`src/rtl/sha1_pkg.sv`:
```
// Shared constants, FSM encoding and byte-padding helper for the SHA-1 message padder.
package sha1_pkg;

  localparam int             SHA1_BLK_WORDS = 16;
  localparam int             SHA1_LEN_IDX   = 14;
  localparam logic [7:0]     SHA1_PAD_BYTE  = 8'h80;
  localparam logic [159:0]   SHA1_IV        = 160'h67452301_EFCDAB89_98BADCFE_10325476_C3D2E1F0;

  typedef enum logic [2:0] {
    IDLE   = 3'd0,
    FILL   = 3'd1,
    PAD    = 3'd2,
    LEN_HI = 3'd3,
    LEN_LO = 3'd4,
    SEND   = 3'd5,
    WAIT   = 3'd6
  } pad_state_t;

  // Keep the first `keep` bytes, place the pad marker right after them, zero the rest.
  function automatic logic [31:0] pad_last_word(input logic [31:0] d, input logic [1:0] keep);
    case (keep)
      2'd0:    return {SHA1_PAD_BYTE, 24'h0};
      2'd1:    return {d[31:24], SHA1_PAD_BYTE, 16'h0};
      2'd2:    return {d[31:16], SHA1_PAD_BYTE, 8'h0};
      default: return {d[31:8], SHA1_PAD_BYTE};
    endcase
  endfunction

endpackage

```
`src/rtl/sha1_blk_buf.sv`:
```
// 16x32 block staging buffer: one write port, one combinational read port.
module sha1_blk_buf
  import sha1_pkg::*;
(
  input  logic        clk,
  input  logic        we,
  input  logic [3:0]  wptr,
  input  logic [31:0] wdata,
  input  logic [3:0]  rptr,
  output logic [31:0] rdata
);

  logic [SHA1_BLK_WORDS-1:0][31:0] mem;

  always_ff @(posedge clk) begin
    if (we) mem[wptr] <= wdata;
  end

  assign rdata = mem[rptr];

endmodule

```
`src/rtl/sha1_msg_padder.sv`:
```
// SHA-1 message padder: packs message words into 16-word blocks, appends 0x80/zero/length,
// bursts blocks to the core and returns the digest. Optional raw (unpadded) mode: SHA1_PAD_RAW_EN.
module sha1_msg_padder
  import sha1_pkg::*;
#(
  parameter int LEN_W = 64
) (
  input  logic         clk,
  input  logic         rstn,
`ifdef SHA1_PAD_RAW_EN
  input  logic         raw_mode,
`endif
  input  logic         msg_vld,
  output logic         msg_rdy,
  input  logic [31:0]  msg_data,
  input  logic         msg_last,
  input  logic [2:0]   msg_keep,
  output logic         core_din_vld,
  output logic [31:0]  core_din,
  output logic         core_use_prec_cv,
  input  logic         core_busy,
  input  logic [159:0] core_dout,
  input  logic         core_dout_vld,
  output logic [159:0] digest,
  output logic         digest_vld
);

  pad_state_t       state, state_nxt;
  logic [4:0]       wptr, wptr_nxt, wnext;
  logic [3:0]       rptr, rptr_nxt;
  logic [LEN_W-1:0] bitcnt, bitcnt_nxt;
  logic             pad80, pad80_nxt;   // 0x80000000 word still owed
  logic             lenp, lenp_nxt;     // length did not fit, goes in the next block
  logic             fin, fin_nxt;       // block in flight is the message's last
  logic             prec, prec_nxt;
  logic             run;
  logic             we, dig_ld, acc, raw_c;
  logic [31:0]      wdata, rdata;
  logic [2:0]       keep_c;
  logic [63:0]      len64;

`ifdef SHA1_PAD_RAW_EN
  logic raw;
  always_ff @(posedge clk or negedge rstn) begin
    if (!rstn)                       raw <= 1'b0;
    else if (acc && state == IDLE)   raw <= raw_mode;
  end
  assign raw_c = (state == IDLE) ? raw_mode : raw;
`else
  assign raw_c = 1'b0;
`endif

  sha1_blk_buf u_buf (
    .clk   (clk),
    .we    (we),
    .wptr  (wptr[3:0]),
    .wdata (wdata),
    .rptr  (rptr),
    .rdata (rdata)
  );

  always_comb begin
    len64 = '0;
    len64[LEN_W-1:0] = bitcnt;
  end

  assign msg_rdy          = run & ((state == IDLE) | ((state == FILL) & ~wptr[4]));
  assign acc              = msg_vld & msg_rdy;
  assign core_din_vld     = (state == SEND);
  assign core_din         = core_din_vld ? rdata : '0;
  assign core_use_prec_cv = prec;

  // A full block waits in FILL (wptr==16, msg_rdy low) until the core is free.
  function automatic pad_state_t after_write(input logic [4:0] wn, input logic lp,
                                             input logic p80, input logic rw, input logic busy);
    if (wn[4]) return busy ? FILL : SEND;
    if (wn == 5'(SHA1_LEN_IDX) && !lp && !p80 && !rw) return LEN_HI;
    return PAD;
  endfunction

  always_comb begin
    state_nxt  = state;
    wptr_nxt   = wptr;
    rptr_nxt   = rptr;
    bitcnt_nxt = bitcnt;
    pad80_nxt  = pad80;
    lenp_nxt   = lenp;
    fin_nxt    = fin;
    prec_nxt   = prec;
    we         = 1'b0;
    wdata      = '0;
    dig_ld     = 1'b0;
    wnext      = wptr + 5'd1;
    keep_c     = (msg_keep > 3'd4) ? 3'd4 : msg_keep;
    case (state)
      IDLE, FILL: begin
        if (acc) begin
          we       = 1'b1;
          wptr_nxt = wnext;
          if (!msg_last) begin
            wdata      = msg_data;
            bitcnt_nxt = bitcnt + LEN_W'(32);
            state_nxt  = wnext[4] ? (core_busy ? FILL : SEND) : FILL;
          end else if (raw_c) begin
            wdata     = msg_data;
            fin_nxt   = 1'b1;
            state_nxt = after_write(wnext, 1'b0, 1'b0, 1'b1, core_busy);
          end else begin
            bitcnt_nxt = bitcnt + LEN_W'({keep_c, 3'b000});
            if (keep_c == 3'd4) begin
              wdata     = msg_data;
              pad80_nxt = 1'b1;
              lenp_nxt  = wnext[4];
            end else begin
              wdata    = pad_last_word(msg_data, keep_c[1:0]);
              lenp_nxt = (wptr >= 5'd14);
            end
            state_nxt = after_write(wnext, lenp_nxt, pad80_nxt, 1'b0, core_busy);
          end
        end else if (state == FILL && wptr[4] && !core_busy) begin
          state_nxt = SEND;
        end
      end
      PAD: begin
        we        = 1'b1;
        wptr_nxt  = wnext;
        pad80_nxt = 1'b0;
        wdata     = pad80 ? {SHA1_PAD_BYTE, 24'h0} : '0;
        if (pad80 && wptr >= 5'd14) lenp_nxt = 1'b1;
        state_nxt = after_write(wnext, lenp_nxt, 1'b0, raw_c, core_busy);
      end
      LEN_HI: begin
        we        = 1'b1;
        wdata     = len64[63:32];
        wptr_nxt  = wnext;
        state_nxt = LEN_LO;
      end
      LEN_LO: begin
        we        = 1'b1;
        wdata     = len64[31:0];
        wptr_nxt  = wnext;
        fin_nxt   = 1'b1;
        state_nxt = core_busy ? FILL : SEND;
      end
      SEND: begin
        rptr_nxt = rptr + 4'd1;
        if (rptr == 4'd15) state_nxt = WAIT;
      end
      WAIT: begin
        if (core_dout_vld) begin
          wptr_nxt = '0;
          if (fin) begin
            dig_ld     = 1'b1;
            state_nxt  = IDLE;
            bitcnt_nxt = '0;
            fin_nxt    = 1'b0;
            prec_nxt   = 1'b0;
          end else begin
            prec_nxt = 1'b1;
            if (lenp) begin
              lenp_nxt  = 1'b0;
              state_nxt = PAD;
            end else begin
              state_nxt = FILL;
            end
          end
        end
      end
      default: state_nxt = IDLE;
    endcase
  end

  always_ff @(posedge clk or negedge rstn) begin
    if (!rstn) begin
      state      <= IDLE;
      wptr       <= '0;
      rptr       <= '0;
      bitcnt     <= '0;
      pad80      <= 1'b0;
      lenp       <= 1'b0;
      fin        <= 1'b0;
      prec       <= 1'b0;
      run        <= 1'b0;
      digest     <= '0;
      digest_vld <= 1'b0;
    end else begin
      state      <= state_nxt;
      wptr       <= wptr_nxt;
      rptr       <= rptr_nxt;
      bitcnt     <= bitcnt_nxt;
      pad80      <= pad80_nxt;
      lenp       <= lenp_nxt;
      fin        <= fin_nxt;
      prec       <= prec_nxt;
      run        <= 1'b1;
      digest_vld <= dig_ld;
      if (dig_ld) digest <= core_dout;
    end
  end

endmodule

```
`config.mk`:
```
export PLATFORM = sky130hd
export DESIGN_NAME = sha1_msg_padder
export DESIGN_NICKNAME = d
export VERILOG_FILES = /design/src/rtl/sha1_pkg.sv /design/src/rtl/sha1_blk_buf.sv /design/src/rtl/sha1_msg_padder.sv
export SDC_FILE = /design/constraint.sdc
export NUM_CORES = 1
export LEC_CHECK = 0
export ABC_AREA = 0
export BUFFER_PORTS_ARGS = -buffer_cell sky130_fd_sc_hd__buf_2
export CORE_UTILIZATION = 58
export CTS_CLUSTER_SIZE = 30
export DETAILED_ROUTE_END_ITERATION = 10
export GPL_TIMING_DRIVEN = 1
export PLACE_DENSITY = 0.84
export SETUP_SLACK_MARGIN = 0.1
export SYNTH_ARGS = -nofsm -noshare
export SYNTH_HDL_FRONTEND = slang
export SYNTH_SLANG_ARGS = --single-unit
```
`constraint.sdc`:
```
create_clock -name clk -period 4.5 [get_ports clk]
set_input_delay 0.225 -clock clk [delete_from_list [all_inputs] [get_ports clk]]
set_output_delay 0.225 -clock clk [all_outputs]
set_load 0.01 [all_outputs]
```
After elaboration in Yosys (flattened, before gate mapping)
Index checks and enable logic that the tools add are counted.

word-level totals
  bits in registers = 754

cells by class
  $add $sub $neg = 4
  $lt $le $gt $ge = 5
  equal/unequal tests = 18
  muxes and demuxes = 77
  bitwise gates (word level) = 5
  reductions and logical operators = 27

operators with widths
  cell                                                                          number
  512-bit bitwise mux                                                           1
  64-bit two-way mux                                                            4
  32-bit two-way mux                                                            7
  32-bit binary-select mux with 4-bit select                                    1
  32-bit demux with 4-bit select                                                1
  32-bit one-hot mux with 4 select lines                                        1
  64-bit one-hot mux with 2 select lines                                        1
  32-bit one-hot mux with 3 select lines                                        1
  64-bit by 6-bit adder with 64-bit output                                      1
  64-bit by 6-bit adder with 64-bit output, second input constant               1
  3-bit two-way mux                                                             15
  1-bit two-way mux                                                             35
  3-bit one-hot mux with 6 select lines                                         1
  5-bit one-hot mux with 3 select lines                                         1
  3-bit == test, second input constant                                          4
  4-bit by 5-bit less-than comparator with 1-bit output, second input constant  2
  5-bit two-way mux                                                             2
  2-bit != test, second input constant                                          5
  3-bit AND reduction                                                           3
  1-bit logical AND                                                             7
  3-bit by 2-bit == test with 1-bit output, second input constant               2
  1-bit one-hot mux with 2 select lines                                         3
  2-bit nonzero test                                                            3
  3-bit nonzero test                                                            2
  other kinds (25)                                                              32

Logic depth before layout (Yosys ltp)
Gate-level depths: netlist of run 1.

  depth in word-level cells = 20
  mapped depth = 11
  gate-level depth less buffers = 9

Hierarchy
Synthesis of run 1 repeated with hierarchy kept, for this count alone.

second synthesis, totals
  cells, all modules = 2149
  area, all modules = 30691.9 um^2

modules (own cells, without submodules)
  module           instances  cells each  area each (um^2)  sequential area each (um^2)
  sha1_blk_buf     1          811         19218.4           15374.7
  sha1_msg_padder  1          1338        11473.5           5980.7

Worst setup path before layout of run 1
OpenSTA, ideal clock, no wires.

  path kind = flip-flop to flip-flop
  from = register state[0]
  to = register u_buf.mem[100] (netlist bit), enable pin
  library setup time = 0.461 ns
  data arrival time = 3.454 ns
  required time = 4.039 ns
  path slack = 0.585 ns
  stages on the path, launching flop included = 8
  path buffers = 2
  clock period less this slack = 3.915 ns
  cells stage by stage = dfrtp_1 -> buf_6 -> nand2_1 -> a31o_2 -> and2_1 -> clkbuf_1 -> nand2_1 -> nor3_1

between the ends
  word-level cells in the longest chain between the ends = 7
  elaborated cells on any way between the ends = 13
  those cells by class = 4 x eq/ne; 2 x mux; 4 x bitwise; 3 x reduce/logical

ends and longest elaborated chain
  what                                      RTL line                                      RTL
  start, declared                           sha1_msg_padder.sv:28                         pad_state_t state, state_nxt;
  start signal, assigned                    sha1_msg_padder.sv:187                        state <= state_nxt;
  3-bit by 1-bit == test with 1-bit output  sha1_msg_padder.sv:67, sha1_msg_padder.sv:95
  1-bit bitwise AND                         sha1_msg_padder.sv:67                         assign msg_rdy = run & ((state == IDLE) | ((state == FILL) & ~wptr[4]));
  1-bit bitwise OR                          sha1_msg_padder.sv:67
  1-bit bitwise AND                         sha1_msg_padder.sv:67
  1-bit bitwise AND                         sha1_msg_padder.sv:68                         assign acc = msg_vld & msg_rdy;
  1-bit two-way mux                         sha1_msg_padder.sv:97                         if (acc) begin
  1-bit one-hot mux with 2 select lines *   sha1_msg_padder.sv:95                         case (state)
  end signal, assigned by index             sha1_blk_buf.sv:16                            if (we) mem[wptr] <= wdata;
  end, declared                             sha1_blk_buf.sv:13                            logic [SHA1_BLK_WORDS-1:0][31:0] mem;

Mark *: on every way between the ends. The rest lies on a longest branch, timed or not.
A chain may end at the register's enable or synchronous reset.

Final worst setup path of run 1
  from = register rptr[1]
  to = output port core_din[4]

between the ends
  word-level cells in the longest chain between the ends = 3

ends and longest elaborated chain
  what                                        RTL line                RTL
  start, declared                             sha1_msg_padder.sv:30   logic [3:0] rptr, rptr_nxt;
  start signal, assigned                      sha1_msg_padder.sv:189  rptr <= rptr_nxt;
  32-bit binary-select mux with 4-bit select  sha1_blk_buf.sv:19      assign rdata = mem[rptr];
  32-bit two-way mux (not written as such)    sha1_blk_buf.sv:19
  32-bit two-way mux                          sha1_msg_padder.sv:70   assign core_din = core_din_vld ? rdata : '0;
  end, declared                               sha1_msg_padder.sv:19   output logic [31:0] core_din,

No other way between the ends. The select of a mux whose other input is x is not followed.

==> results of run 1 <==
## registers in the layout, summed over array words and instances, names as in the netlist
| name | cells |
|---|---|
| u_buf.mem | 512 |
| digest_vld | 1 |
| run | 1 |
| bitcnt | 61 |
| state | 3 |
| lenp | 1 |
| fin | 1 |
| core_use_prec_cv | 1 |
| pad80 | 1 |
| digest | 160 |
| wptr | 5 |
| rptr | 4 |
## per-stage QoR
step / instances / utilization
floorplan: 1707 / -
global placement: 2735 / 0.648
detailed placement: 2735 / 0.648
CTS: 3035 / 0.731
global route: 3041 / 0.731
finish: 3043 / 0.731
## cell type report
type	instances	area, um2
Clock inverter	34	495
Fill cell	2928	13900
Multi-Input combinational cell	830	8740
Antenna cell	8	20.0
Timing Repair Buffer	596	3990
Sequential cell	751	21400
Tap cell	680	851
Inverter	40	150
Clock buffer	104	2140
## layout by cell type, fill, tap and decap left out, drive strengths merged, types with 6 or more instances in the layout
master	netlist	layout
edfxtp	512	512
buf	39	434
dfrtp	239	239
mux2	163	163
dlygate4sd3	0	162
mux4	160	160
clkbuf	47	104
nor2	86	86
nand2	47	47
inv	40	43
and2	35	35
o21ai	33	33
nand3	33	33
nand4	33	33
a21oi	28	28
xor2	26	26
a222oi	25	25
xnor2	21	21
nor3	21	21
clkinv	0	18
or3	16	16
and3	13	13
bufinv	0	10
ha	9	9
nor4	9	9
diode	0	8
or4	8	8
and4	6	6
## worst max-delay path by stage
stage                               from                       end  slack [ns]  cells after the start
floorplan           state[0]$_DFFE_PN0P_  u_buf.mem[100]$_DFFE_PP_        0.58                      7
global placement     rptr[0]$_DFFE_PN0P_               core_din[6]        1.30                      5
detailed placement   rptr[0]$_DFFE_PN0P_               core_din[6]        1.28                      5
CTS                  rptr[0]$_DFFE_PN0P_               core_din[6]        0.63                      5
global route         rptr[0]$_DFFE_PN0P_               core_din[6]        0.48                      5
finish               rptr[1]$_DFFE_PN0P_               core_din[4]        0.71                      5
## per-layer routing
| metal | up-vias | GRT usage | share of wire |
|---|---|---|---|
| met4 | 0 | 0.185 | 0.059 |
| met1 | 9749 | 0.390 | 0.34 |
| li1 | 7912 | - | - |
| met5 | - | 0 | 0 |
| met2 | 1182 | 0.580 | 0.52 |
| met3 | 261 | 0.0586 | 0.076 |
## power by group
group,switching (mW),leakage [nW],internal [mW]
Combinational,3.58,5.60,3.30
Clock,2.71,1.28,3.94
Sequential,1.11,7.93,8.92
## critical path: cells and delay by family (launching register included)
kind | cells | cell delay, ns
simple gates | 1 | 0.20
mux | 2 | 0.88
flops | 1 | 1.10
buf+inv | 2 | 0.75
## cells by family (layout without fill, tap and decap cells)
logic type / after synthesis / in the layout / share of synthesized area
xor gates and xnor gates: 47 / 47 / 0.0135
adders and majority gates: 10 / 10 / 0.00435
and+or+nand+nor: 327 / 327 / 0.0581
DFF: 751 / 751 / 0.700
AOI/OAI and AO/OA: 119 / 119 / 0.0270
muxes: 326 / 326 / 0.179
buffers and inverters: 126 / 774 / 0.0172
other: 1 / 9 / 0.000123
## cells in the mapped netlist, types with 13 or more instances
master	count
a222oi_1	25
clkbuf_1	47
mux2_2	163
nor3_1	19
nand2_1	47
dfrtp_1	239
xor2_1	26
edfxtp_1	512
nand3_1	31
o21ai_0	33
mux4_2	160
and2_1	35
inv_1	40
a21oi_1	27
nand4_1	31
buf_2	28
xnor2_1	21
and3_1	13
nor2_1	85
or3_1	16
## what timing repair did
| item | 4_1_cts | 5_1_grt |
|---|---|---|
| resized for setup | 0 | 0 |
| hold buffers | 162 | 0 |
| hold endpoints to repair | 274 | 0 |
| setup buffers | 0 | 0 |
==> results.cfg, run 1 <==
[drt]
wl_um = 87600
avgViaCountPerCell = 6.28
num_vias = 19104
drt_first_pass_iters = 9
antenna_left = 0
wl_per_cell_um = 28.8
first_iter_violations = 1940
drc = 0

[power_and_ir_drop]
power_mw = 23.6
p_leak_nw = 14.8
p_per_area_nw_per_um2 = 625
irDropWorstVdd_v = 0.000408

[logic_synthesis]
synth_edf_count = 512
async_flop_share = 0.318
synth.area.top_cells = edfxtp_1, dfrtp_1, mux4_2
yosysTopAreaCellShare = 0.504
ys_ff_latch = 751
synth_cell_types = 63
yosys_warnings = 0
synth_ff_type = edfxtp_1
ys_seq_area_frac = 0.700
syn_area_per_cell_um2 = 17.9
synth_nets = 1918
netlist_instances = 1707
synth_top_cell_by_area = edfxtp_1
syn_area_um2 = 30500

[clock_network]
cts_root_buf = clkbuf_16
cts_made_buffers = 76
htreeDepth = 3
clk_latency_ns = 0.64
cts_num_sinks = 751
path_clk_slew_ns = 0.06
cts_tree = yes
clockBufferDepth = 3

[floorplanning]
dieWidth_um = 231
ioPinCount = 397
core_area_um2 = 51600
num_rows = 83
dieArea_um2 = 53500
die_y_um = 231
start_util = 0.591

[timing]
fin_skew_ns = 0.0450
max_slew_margin = 0.228
setup_tns_ns = 0
fmax_ghz = 0.264
slew_violations = 0
period_minus_slack_ns = 3.79
finalSetupViolations = 0
finalCritPeriodShare = 0.842
final-hold-violation-count = 0
worst_pin_slew_ns = 1.16
rsz0062_at_grt = false
worst_hold_slack_ns = 0.0643
postLayoutSetupSlackWorst_ns = 0.712

[cells_and_area]
syn2layout_area_growth_pct = 23.8
layout.nets = 2506
drive_gt1_frac = 0.388
finalInstanceArea_um2 = 37700

[global_routing]
overflow = 0
grt_usage = 0.332
grt_pass1_vias = 20415
grt_max_degree = 129
antenna_found_initial = 7
grt_pass1_wl_um = 128000

[hold_path]
hold_depth = 3
hold_path_class = primary input to flop
min_delay_worst_endpoint = bitcnt[3]$_DFFE_PN0P_
hold_start = msg_last

[worst_setup_path]
cp_common_cell = mux4_2
r2r_start = state[2]$_DFFE_PN0P_
crit_slowest_cell = dfrtp_4
arrival_ns = 3.56
crit_path_max_fanout = 69
startpoint_type = flop
rr_worst_depth = 6
slowest_delay_ns = 1.10
worstSetupPathType = flop to output port
r2r_end = u_buf.mem[207]$_DFFE_PP_
r2r_setup_slack_ns = 1.50
crit_chain = buf_4 -> mux4_2 -> mux4_2 -> and2_1 -> buf_2
cp.required_ns = 4.28
end_kind = output port

[placement]
pre_cts_ws_ns = 1.28
dpl-instance-area_um2 = 33500
gp_congestion = 0.935
io_buffers = 396
dpl.hpwl_um = 50000

[job]
cap_violations = 0

[run_status]
outcome = complete, no violations
(Power assumes the default switching activity.)
==> run 2: changes to the inputs <==
==> constraint.sdc (replaced) <==
create_clock -name clk -period 3.9 [get_ports clk]
set_input_delay 0.195 -clock clk [delete_from_list [all_inputs] [get_ports clk]]
set_output_delay 0.195 -clock clk [all_outputs]
set_load 0.01 [all_outputs]
==> results.cfg, run 2 (synthesis results as in run 1) <==
[run_status]
outcome = complete, no violations

[power_and_ir_drop]
power_mw = 26.6
p_per_area_nw_per_um2 = 707
p_leak_nw = 14.7
irDropWorstVdd_v = 0.000488

[timing]
fin_skew_ns = 0.0304
finalSetupViolations = 0
fmax_ghz = 0.275
setup_tns_ns = 0
period_minus_slack_ns = 3.64
rsz0062_at_grt = false
max_slew_margin = 0.236
final-hold-violation-count = 0
worst_pin_slew_ns = 1.15
finalCritPeriodShare = 0.933
worst_hold_slack_ns = 0.0522
slew_violations = 0

[placement]
dpl.hpwl_um = 50900
gp_congestion = 0.952
io_buffers = 396

[job]
cap_violations = 0

[cells_and_area]
multi_input_area_um2 = 8760
top_regs = u_buf.mem (512), digest (160), bitcnt (61)
drive_gt1_frac = 0.380
max_flop_register = u_buf.mem
layout_common_cells = edfxtp_1, buf_2, dfrtp_1
largest_reg_flops = 512
layout.nets = 2507
utilization = 0.729
final_common_cell = edfxtp_1
syn2layout_area_growth_pct = 23.3
num-fill-cells = 2949
regArea_um2 = 21400

[clock_network]
cts_tree = yes
postCtsSetupBuffers = 0
htreeDepth = 3
clockBufferDepth = 3
cts_num_sinks = 751
clk_latency_ns = 0.63
path_clk_slew_ns = 0.06
cts_root_buf = clkbuf_16
post_cts_resized = 0
cts_hold_buf = 163
cts_made_buffers = 74

[drt]
first_iter_violations = 1779
wl_um = 86800
drt_first_pass_iters = 7
wl_per_cell_um = 28.5
antenna_left = 0
avgViaCountPerCell = 6.23
drc = 0
num_vias = 18987

[global_routing]
use_met1 = 0.383
grt_max_degree = 111
grt_usage = 0.331
grt_busiest_layer = met2
grt_pass1_wl_um = 127000
overflow = 0
antenna_found_initial = 14
met3_usage = 0.0621
grt_pass1_vias = 20326
use_met2 = 0.576

[floorplanning]
core_area_um2 = 51600
die_y_um = 231
num_rows = 83
dieWidth_um = 231
start_util = 0.591
dieArea_um2 = 53500
ioPinCount = 397

[worst_setup_path]
crit_path_max_fanout = 75
startpoint_type = flop
end_kind = output port
critPathTopFamily = flip-flops
crit_chain = buf_4 -> mux4_2 -> mux4_2 -> and2_1 -> buf_2
critPathBufInv = 2
arrival_ns = 3.45
crit_slowest_cell = dfrtp_4
cp_common_cell = mux4_2
worstSetupPathType = flop to output port
slowest_delay_ns = 1.14
cp.required_ns = 3.70

[hold_path]
hold_path_class = primary input to flop
[run 2: cell count changes in the layout (fill, tap and decap cells not counted), moves of 5 or more]
cell | before | now
buf_12 | 7 | 14
buf_4 | 31 | 26
bufinv_16 | 10 | 4
clkbuf_1 | 17 | 28
clkbuf_8 | 9 | 4
clkinv_1 | 6 | 13
clkinv_2 | 10 | 5
[run 2: power breakdown]
group	leakage, nW	internal (mW)	switching, mW
Combinational	5.63	3.87	4.20
Clock	1.14	4.00	3.01
Sequential	7.93	10.3	1.22
[run 2: worst min-delay path, delay by kind of cell]
family                 cells  cell delay [ns]
AOI/OAI and AO/OA          1             0.20
buffers and inverters      1             0.16
and+or+nand+nor            1             0.06
[run 2: path summary, 6_finish.rpt]
kind	from	end	slack [ns]	cells after the start
worst min-delay path	msg_keep[2]	pad80$_DFFE_PN0P_	0.05	3
worst max-delay path	rptr[1]$_DFFE_PN0P_	core_din[29]	0.26	5
worst max register to register	state[2]$_DFFE_PN0P_	u_buf.mem[110]$_DFFE_PP_	0.85	5
min in group asynchronous	rstn	rptr[2]$_DFFE_PN0P_	0.20	2
worst min register to register	core_use_prec_cv$_DFFE_PN0P_	core_use_prec_cv$_DFFE_PN0P_	0.50	2
max in group asynchronous	rstn	digest[95]$_DFFE_PN0P_	2.62	3
[run 2: area by class of cell]
class | count | share of cell area
inverter | 40 | 0.00399
sequential | 751 | 0.568
clock buffer | 109 | 0.0555
timing repair buffer | 599 | 0.109
antenna | 12 | 0.000798
tap | 680 | 0.0226
clock inverter | 27 | 0.00702
multi-input combinational | 830 | 0.233
[run 2: per-layer routing]
metal | routed length (um) | part of all wire
met5 | 11 | 0.00013
met4 | 5380 | 0.062
met3 | 6440 | 0.074
met2 | 45400 | 0.52
met1 | 29600 | 0.34
[run 2: metrics by stage]
step	setup WS [ns]	std cells	area, um2
6_report	0.260	3048	37600
5_1_grt	0.146	3048	37600
4_1_cts	0.217	3036	37600
3_5_place_dp	0.926	2737	33600
3_3_place_gp	1.04	2737	33600
2_1_floorplan	0.840	1707	30500
